`src/rtl/wb_traffic_pkg.sv`:
```
// wb_traffic_pkg: shared FSM/mode types and the per-beat pattern step
package wb_traffic_pkg;
  typedef enum logic [2:0] {IDLE, WAIT_INIT, WR_BEAT, WR_GAP, RD_BEAT, RD_GAP, FINISH} state_e;
  typedef enum logic [1:0] {MODE_INC, MODE_LFSR, MODE_ADDR, MODE_WALK} mode_e;
  localparam logic [31:0] LFSR_POLY = 32'h8020_0003;
  function automatic logic [31:0] next_pattern(input logic [31:0] p, input mode_e m);
    return (m == MODE_LFSR) ? ((p >> 1) ^ (p[0] ? LFSR_POLY : 32'h0)) : p + 32'd1;
  endfunction
endpackage

```
`src/rtl/wb_pattern_gen.sv`:
```
// wb_pattern_gen: 32-bit pattern state with seed load/advance and DW-wide data mux
module wb_pattern_gen import wb_traffic_pkg::*; #(
  parameter int DW = 32,
  parameter int AW = 26
) (
  input  logic                   sys_clk,
  input  logic                   RESETN,
  input  logic                   load,
  input  logic                   adv,
  input  logic [31:0]            seed,
  input  mode_e                  mode,
  input  logic [AW-1:0]          addr,
  input  logic [$clog2(DW)-1:0]  idx,
  output logic [DW-1:0]          data
);
  logic [31:0] p_q, p_d, seed_fix;
  // the first beat already carries one step past the seed
  always_comb begin
    seed_fix = (mode == MODE_LFSR && seed == 32'h0) ? 32'h1 : seed;
    p_d = load ? next_pattern(seed_fix, mode) : adv ? next_pattern(p_q, mode) : p_q;
    data = (mode == MODE_ADDR) ? DW'(addr) :
           (mode == MODE_WALK) ? DW'(1) << idx :
           (DW == 64) ? DW'({p_q, ~p_q}) : DW'(p_q);
  end
  always_ff @(posedge sys_clk or negedge RESETN) begin
    if (!RESETN) p_q <= '0;
    else p_q <= p_d;
  end
endmodule

```
`src/rtl/wb_traffic_gen.sv`:
```
// wb_traffic_gen: Wishbone master that writes a pattern, reads it back and compares
module wb_traffic_gen import wb_traffic_pkg::*; #(
  parameter int DW        = 32,
  parameter int AW        = 26,
  parameter int MAX_BURST = 8,
  parameter int TIMEOUT   = 1024,
  parameter int ERR_W     = 16
) (
  input  logic                         sys_clk,
  input  logic                         RESETN,
  input  logic                         sdr_init_done,
  input  logic                         start,
  input  logic [AW-1:0]                cfg_base_addr,
  input  logic [15:0]                  cfg_num_bursts,
  input  logic [$clog2(MAX_BURST):0]   cfg_burst_len,
  input  logic [1:0]                   cfg_mode,
  input  logic [31:0]                  cfg_seed,
  output logic                         wb_cyc_o,
  output logic                         wb_stb_o,
  output logic                         wb_we_o,
  output logic [AW-1:0]                wb_addr_o,
  output logic [DW-1:0]                wb_dat_o,
  output logic [DW/8-1:0]              wb_sel_o,
  input  logic                         wb_ack_i,
  input  logic [DW-1:0]                wb_dat_i,
  output logic                         busy,
  output logic                         done,
  output logic                         pass,
  output logic                         timeout,
  output logic [ERR_W-1:0]             err_count,
  output logic [AW-1:0]                first_err_addr,
  output logic [DW-1:0]                first_err_exp,
  output logic [DW-1:0]                first_err_got
);
  localparam int LW = $clog2(MAX_BURST) + 1;
  localparam int TW = $clog2(TIMEOUT + 1);
  localparam int IW = $clog2(DW);
  localparam logic [AW-1:0] BYTES = AW'(DW / 8);
  state_e state_q, state_d;
  mode_e mode_q, mode_d;
  logic [AW-1:0] base_q, base_d, addr_q, addr_d, fe_addr_q, fe_addr_d;
  logic [15:0] nb_q, nb_d, burst_q, burst_d;
  logic [LW-1:0] len_q, len_d, beat_q, beat_d, len_eff;
  logic [31:0] seed_q, seed_d;
  logic [IW-1:0] idx_q, idx_d;
  logic [TW-1:0] wd_q, wd_d;
  logic cyc_q, cyc_d, stb_q, stb_d, we_q, we_d;
  logic busy_q, busy_d, done_q, done_d, pass_q, pass_d, tmo_q, tmo_d;
  logic [ERR_W-1:0] err_q, err_d;
  logic [DW-1:0] fe_exp_q, fe_exp_d, fe_got_q, fe_got_d, pat;
  logic ack_beat, last_beat, last_burst, wd_hit, mismatch, pat_load, pat_adv;
  always_comb begin
    state_d = state_q; mode_d = mode_q; base_d = base_q; addr_d = addr_q;
    nb_d = nb_q; burst_d = burst_q; len_d = len_q; beat_d = beat_q;
    seed_d = seed_q; idx_d = idx_q; cyc_d = cyc_q; stb_d = stb_q; we_d = we_q;
    busy_d = busy_q; done_d = done_q; pass_d = pass_q; tmo_d = tmo_q; err_d = err_q;
    fe_addr_d = fe_addr_q; fe_exp_d = fe_exp_q; fe_got_d = fe_got_q;
    len_eff = (cfg_burst_len == '0) ? LW'(1) :
              (cfg_burst_len > LW'(MAX_BURST)) ? LW'(MAX_BURST) : cfg_burst_len;
    ack_beat = stb_q && wb_ack_i;
    last_beat = beat_q == len_q - LW'(1);
    last_burst = burst_q == nb_q - 16'd1;
    wd_d = (stb_q && !wb_ack_i) ? wd_q + TW'(1) : '0;
    wd_hit = stb_q && !wb_ack_i && wd_q == TW'(TIMEOUT - 1);
    mismatch = state_q == RD_BEAT && ack_beat && wb_dat_i != pat;
    pat_load = 1'b0;
    pat_adv = ack_beat;
    if (mismatch) begin
      err_d = &err_q ? err_q : err_q + ERR_W'(1);
      if (err_q == '0) begin
        fe_addr_d = addr_q; fe_exp_d = pat; fe_got_d = wb_dat_i;
      end
    end
    case (state_q)
      IDLE, FINISH: begin
        state_d = IDLE;
        if (start) begin
          state_d = WAIT_INIT; busy_d = 1'b1; done_d = 1'b0; pass_d = 1'b0; tmo_d = 1'b0;
          err_d = '0; fe_addr_d = '0; fe_exp_d = '0; fe_got_d = '0;
          base_d = cfg_base_addr & ~(BYTES - AW'(1)); nb_d = cfg_num_bursts;
          len_d = len_eff; mode_d = mode_e'(cfg_mode); seed_d = cfg_seed;
        end
      end
      WAIT_INIT: begin
        if (nb_q == 16'd0) begin
          state_d = FINISH; busy_d = 1'b0; done_d = 1'b1; pass_d = 1'b1;
        end else if (sdr_init_done) begin
          state_d = WR_BEAT; cyc_d = 1'b1; stb_d = 1'b1; we_d = 1'b1;
          addr_d = base_q; idx_d = '0; burst_d = '0; beat_d = '0; pat_load = 1'b1;
        end
      end
      WR_BEAT, RD_BEAT: begin
        if (wd_hit) begin
          state_d = IDLE; cyc_d = 1'b0; stb_d = 1'b0; we_d = 1'b0;
          busy_d = 1'b0; done_d = 1'b1; pass_d = 1'b0; tmo_d = 1'b1;
        end else if (ack_beat) begin
          addr_d = addr_q + BYTES; idx_d = idx_q + IW'(1); beat_d = beat_q + LW'(1);
          if (last_beat) begin
            cyc_d = 1'b0; stb_d = 1'b0; beat_d = '0; burst_d = burst_q + 16'd1;
            state_d = (state_q == WR_BEAT) ? WR_GAP : last_burst ? FINISH : RD_GAP;
            if (state_q == RD_BEAT && last_burst) begin
              busy_d = 1'b0; done_d = 1'b1; pass_d = err_d == '0 && !tmo_q;
            end
          end
        end
      end
      WR_GAP: begin
        state_d = WR_BEAT; cyc_d = 1'b1; stb_d = 1'b1;
        // the gap after the final write burst doubles as the write-to-read turnaround
        if (burst_q == nb_q) begin
          state_d = RD_BEAT; we_d = 1'b0; addr_d = base_q; idx_d = '0;
          burst_d = '0; pat_load = 1'b1;
        end
      end
      RD_GAP: begin
        state_d = RD_BEAT; cyc_d = 1'b1; stb_d = 1'b1;
      end
      default: state_d = IDLE;
    endcase
  end
  always_ff @(posedge sys_clk or negedge RESETN) begin
    if (!RESETN) begin
      state_q <= IDLE; mode_q <= MODE_INC; base_q <= '0; addr_q <= '0;
      nb_q <= '0; burst_q <= '0; len_q <= '0; beat_q <= '0; seed_q <= '0;
      idx_q <= '0; wd_q <= '0; cyc_q <= 1'b0; stb_q <= 1'b0; we_q <= 1'b0;
      busy_q <= 1'b0; done_q <= 1'b0; pass_q <= 1'b0; tmo_q <= 1'b0; err_q <= '0;
      fe_addr_q <= '0; fe_exp_q <= '0; fe_got_q <= '0;
    end else begin
      state_q <= state_d; mode_q <= mode_d; base_q <= base_d; addr_q <= addr_d;
      nb_q <= nb_d; burst_q <= burst_d; len_q <= len_d; beat_q <= beat_d; seed_q <= seed_d;
      idx_q <= idx_d; wd_q <= wd_d; cyc_q <= cyc_d; stb_q <= stb_d; we_q <= we_d;
      busy_q <= busy_d; done_q <= done_d; pass_q <= pass_d; tmo_q <= tmo_d; err_q <= err_d;
      fe_addr_q <= fe_addr_d; fe_exp_q <= fe_exp_d; fe_got_q <= fe_got_d;
    end
  end
  wb_pattern_gen #(.DW(DW), .AW(AW)) u_pat (
    .sys_clk(sys_clk), .RESETN(RESETN), .load(pat_load), .adv(pat_adv),
    .seed(seed_q), .mode(mode_q), .addr(addr_q), .idx(idx_q), .data(pat)
  );
  assign wb_cyc_o = cyc_q;
  assign wb_stb_o = stb_q;
  assign wb_we_o = we_q;
  assign wb_addr_o = addr_q;
  assign wb_dat_o = we_q ? pat : '0;
  assign wb_sel_o = {(DW/8){cyc_q}};
  assign busy = busy_q;
  assign done = done_q;
  assign pass = pass_q;
  assign timeout = tmo_q;
  assign err_count = err_q;
  assign first_err_addr = fe_addr_q;
  assign first_err_exp = fe_exp_q;
  assign first_err_got = fe_got_q;
endmodule

```
`config.mk`:
```
export PLATFORM = sky130hd
export DESIGN_NAME = wb_traffic_gen
export DESIGN_NICKNAME = d
export VERILOG_FILES = /design/src/rtl/wb_traffic_pkg.sv /design/src/rtl/wb_pattern_gen.sv /design/src/rtl/wb_traffic_gen.sv
export SDC_FILE = /design/constraint.sdc
export NUM_CORES = 1
export LEC_CHECK = 0
export CORE_ASPECT_RATIO = 1.2
export CORE_MARGIN = 2
export CORE_UTILIZATION = 47
export CTS_BUF_LIST = sky130_fd_sc_hd__clkbuf_2 sky130_fd_sc_hd__clkbuf_4 sky130_fd_sc_hd__clkbuf_8
export CTS_CLUSTER_DIAMETER = 30
export DETAILED_ROUTE_END_ITERATION = 12
export PLACE_DENSITY = 0.72
export SYNTH_ARGS = -nofsm -noshare
export SYNTH_HDL_FRONTEND = slang
export SYNTH_SLANG_ARGS = --single-unit
export TNS_END_PERCENT = 10
```
`constraint.sdc`:
```
create_clock -name sys_clk -period 4.38 [get_ports sys_clk]
set_input_delay 0.876 -clock sys_clk [delete_from_list [all_inputs] [get_ports sys_clk]]
set_output_delay 0.876 -clock sys_clk [all_outputs]
set_load 0.03 [all_outputs]
```
==> impl_results.md <==
* Status: finished clean
* Synth warn at 0
* Register-to-Register Path Depth at 13
* Critical Path AT at ~3.3 ns
* Mapped Area at ~0.017 mm^2
* Crit-path cells: nand2b_1, o221ai_1, and2_1, clkdlybuf4s50_1
* Register area share after synthesis at 0.4210
* Post-synthesis compound-gate area fraction at 0.1551
* Fill cells at between 3000 and 4000
* Antenna viol nets, final at 0
* Worst path max stage delay at roughly 0.81 ns
* Most frequent cells in the layout: nand2_1, clkdlybuf4s50_1, dfrtp_1, nor2_1, a21oi_1
* All-Layer GR Usage at 0.2875
* Routed length per placed instance at between 15 and 20 um
* Clk root buf: clkbuf_8
* Adder-Cell Fraction of Synth Area at 0.01256
* Simple-gate share of the synthesized area at 0.2818
* Die Footprint at roughly 0.038 mm^2
* Grt total ovfl at 0
* Power Total at 13400 uW
* Post-CTS Setup Inserts at 0
* DRC viols at 0
* RSZ-0062 raised after global routing: false
* Buffers & Inverters on Critical Path at 1
* Critical-path maximum fanout at 22
* Critical path type: flop to output port
* Mapped Cells at between 2000 and 2500
* Pin count of the biggest net entering global routing at 120
* Post-Route WL at between 50000 and 60000 um
* Crit-path leading delay family: flip-flops
* Via count at 16610
* Worst hold-check path type: input port to asynchronous set/reset pin
* Detailed-router iteration count before antenna repair at 5
* Synth Flop Type: dfrtp_1
* Fin util at 0.6058
* Worst R2R End: pass
* DR iter-0 viols at ~1200
* Antenna Cells at 0
* Chip Height at 212.0 um
* Worst reg2reg setup slack at about 0.3 ns
* VDD IR-drop max at roughly 400 uV
* PD cells at 618.6 mW/mm^2
* Static Leak at roughly 0.009 uW
* Setup WS post-layout at between 0.2 and 0.3 ns
* Commonest non-fill, non-tap cell in the layout: nand2_1
* Worst-path clk slew at roughly 0.06 ns
* Tightest Pin Transition at roughly 1.1 ns
* Cell Area, Placed at between 0.02 and 0.025 mm^2
* Vias/cell at 5.747
* Port Buf Inserts at approximately 290
* # nets final at about 2500
* Clk sinks at about 290
* Max-cap violations at 0
* Max_slew headroom at 0.2786
* EDFF count, synth at 0
* Dpl ws at -0.06317 ns
* CP Capture Type: output port
* GP Congestion at ~0.95
* Synth Area in XOR/XNOR at 0.06412
* Cell type with the largest total area after synthesis: dfrtp_1
* CTS Buf Count at 58
* Mean Syn Cell Area at roughly 7.9 um^2
* Initial antenna violation count at 0
* Largest family of logic cells by synthesized area: simple AND/OR/NAND/NOR gates
* CORE AREA at about 0.036 mm^2
* Setup Skew at 0.05373 ns
* Initial core utilization at 0.4738
* Hold buffers post-CTS at 0
* Setup_tns at 0 ns
* Setup Viol. Count Final at 0
* Post-CTS Resized at 0
* Final min period at 4.122 ns
* Main area contributors after synthesis: dfrtp_1, nand2_1, a21oi_1
* Die width at about 180 um
* CTS tree: yes
* Share of layout cells above drive strength 1 at 0.07965
* Design area at 0.02166 mm^2
* Share of the synthesized area in the top cell type at 0.4210
* Layout area overhead at 27.87%
* CP required at 3.50 ns
* Clock Latency Late Sink at 0.64 ns
* First-pass GRT wire length at between 80000 and 90000 um
* Hpwl dp at between 40000 and 50000 um
* Fin crit share at 0.9410
* Vias in the first global route at 16050
* Worst path slowest cell: dfrtp_1
* IO Pins at slightly below 300
* Post-synthesis mux area share at 0.01396
* Seq cells post-synth at 285
* R2r startpoint: idx_q[3]
* F_max at ~240 MHz
* Rows at 76
* Async set-or-reset flop fraction in the synthesized netlist at 1.000
* Depth of the CTS H-tree at 2
* Yosys cell types at between 70 and 80
* CTS Buffer Depth at 3
* Crit start category: flop
* Count of final hold-check violations at 0
* Slew Limit Fails at 0
synthesized netlist by cell type, types with 35 or more instances:
library cell	n
a21oi_1	160
nor3_1	52
xnor2_1	56
and2_1	35
dfrtp_1	285
nor2_1	209
inv_1	50
xor2_1	68
nand3_1	97
nand2_1	458
clkbuf_1	113
o21ai_0	101
worst reg2reg max path, stage by stage (launching register included):
cell,delay [ns]
dfrtp_1,0.81
nor2b_1,0.14
buf_4,0.19
a222oi_1,0.70
a22oi_1,0.21
nand4_1,0.22
nor4_4,0.10
buf_12,0.15
nor3b_1,0.60
buf_4,0.25
a2bb2oi_1,0.07
a2111oi_2,0.37
nand4_1,0.14
nand2_1,0.08
how the worst max path moves through the flow:
stage                      start            endpoint  slack [ns]  cells past startpoint
floorplan           wb_dat_i[27]  first_err_addr[16]        0.82                     13
global placement    wb_dat_i[31]                pass       -0.02                     13
detailed placement  wb_dat_i[31]                pass       -0.06                     13
CTS                     idx_q[3]         wb_dat_o[8]        0.29                      4
global route            idx_q[3]         wb_dat_o[0]        0.16                      4
finish                  idx_q[3]         wb_dat_o[8]        0.26                      4
cells by family after synthesis:
| group | after synthesis |
|---|---|
| DFF | 285 |
| xor gates and xnor gates | 124 |
| buffers and inverters | 211 |
| muxes | 19 |
| adders and majority gates | 17 |
| and+or+nand+nor | 1042 |
| AOI/OAI and AO/OA | 432 |
| other | 1 |
layout make-up:
type	count	area, um^2	share of cell area
multi-input cells	1636	8971	0.4142
flip-flops and latches	285	7133	0.3293
repair buffers	347	3453	0.1594
clock buffers	73	954.7	0.04408
well taps	468	585.6	0.02703
clock inverters	32	374.1	0.01727
inverters	50	187.7	0.008665
routing by layer:
layer | part of all wire | vias to the layer above | wire (um) | global-route usage
met5 | 0 | - | 0 | 0
met4 | 0.042 | 0 | 2269 | 0.1306
met3 | 0.068 | 131 | 3703 | 0.04472
met2 | 0.48 | 704 | 25820 | 0.4715
met1 | 0.41 | 7929 | 22350 | 0.3748
li1 | - | 7850 | - | -
where the power goes:
| part | switching, uW | internal, uW | total (uW) |
|---|---|---|---|
| Combinational | 3520 | 2230 | 5750 |
| Clock | 1260 | 1820 | 3080 |
| Sequential | 1260 | 3310 | 4570 |
| Total | 6030 | 7360 | 13400 |
flip-flops by register name (all words and copies together) (netlist names), 11 cells and up:
register	flops
first_err_exp	32
first_err_got	32
seed_q	32
u_pat.p_q	32
first_err_addr	26
base_q	24
wb_addr_o	24
burst_q	16
err_count	16
nb_q	16
wd_q	11
stage by stage:
| step | hold slack, ns | cells |
|---|---|---|
| floorplan | 0.4404 | 2132 |
| global placement | 0.4615 | 2786 |
| detailed placement | 0.4627 | 2786 |
| CTS | 0.3245 | 2891 |
| global route | 0.3592 | 2891 |
| finish | 0.2872 | 2891 |
Note: power is estimated with default switching activity, not from simulation.
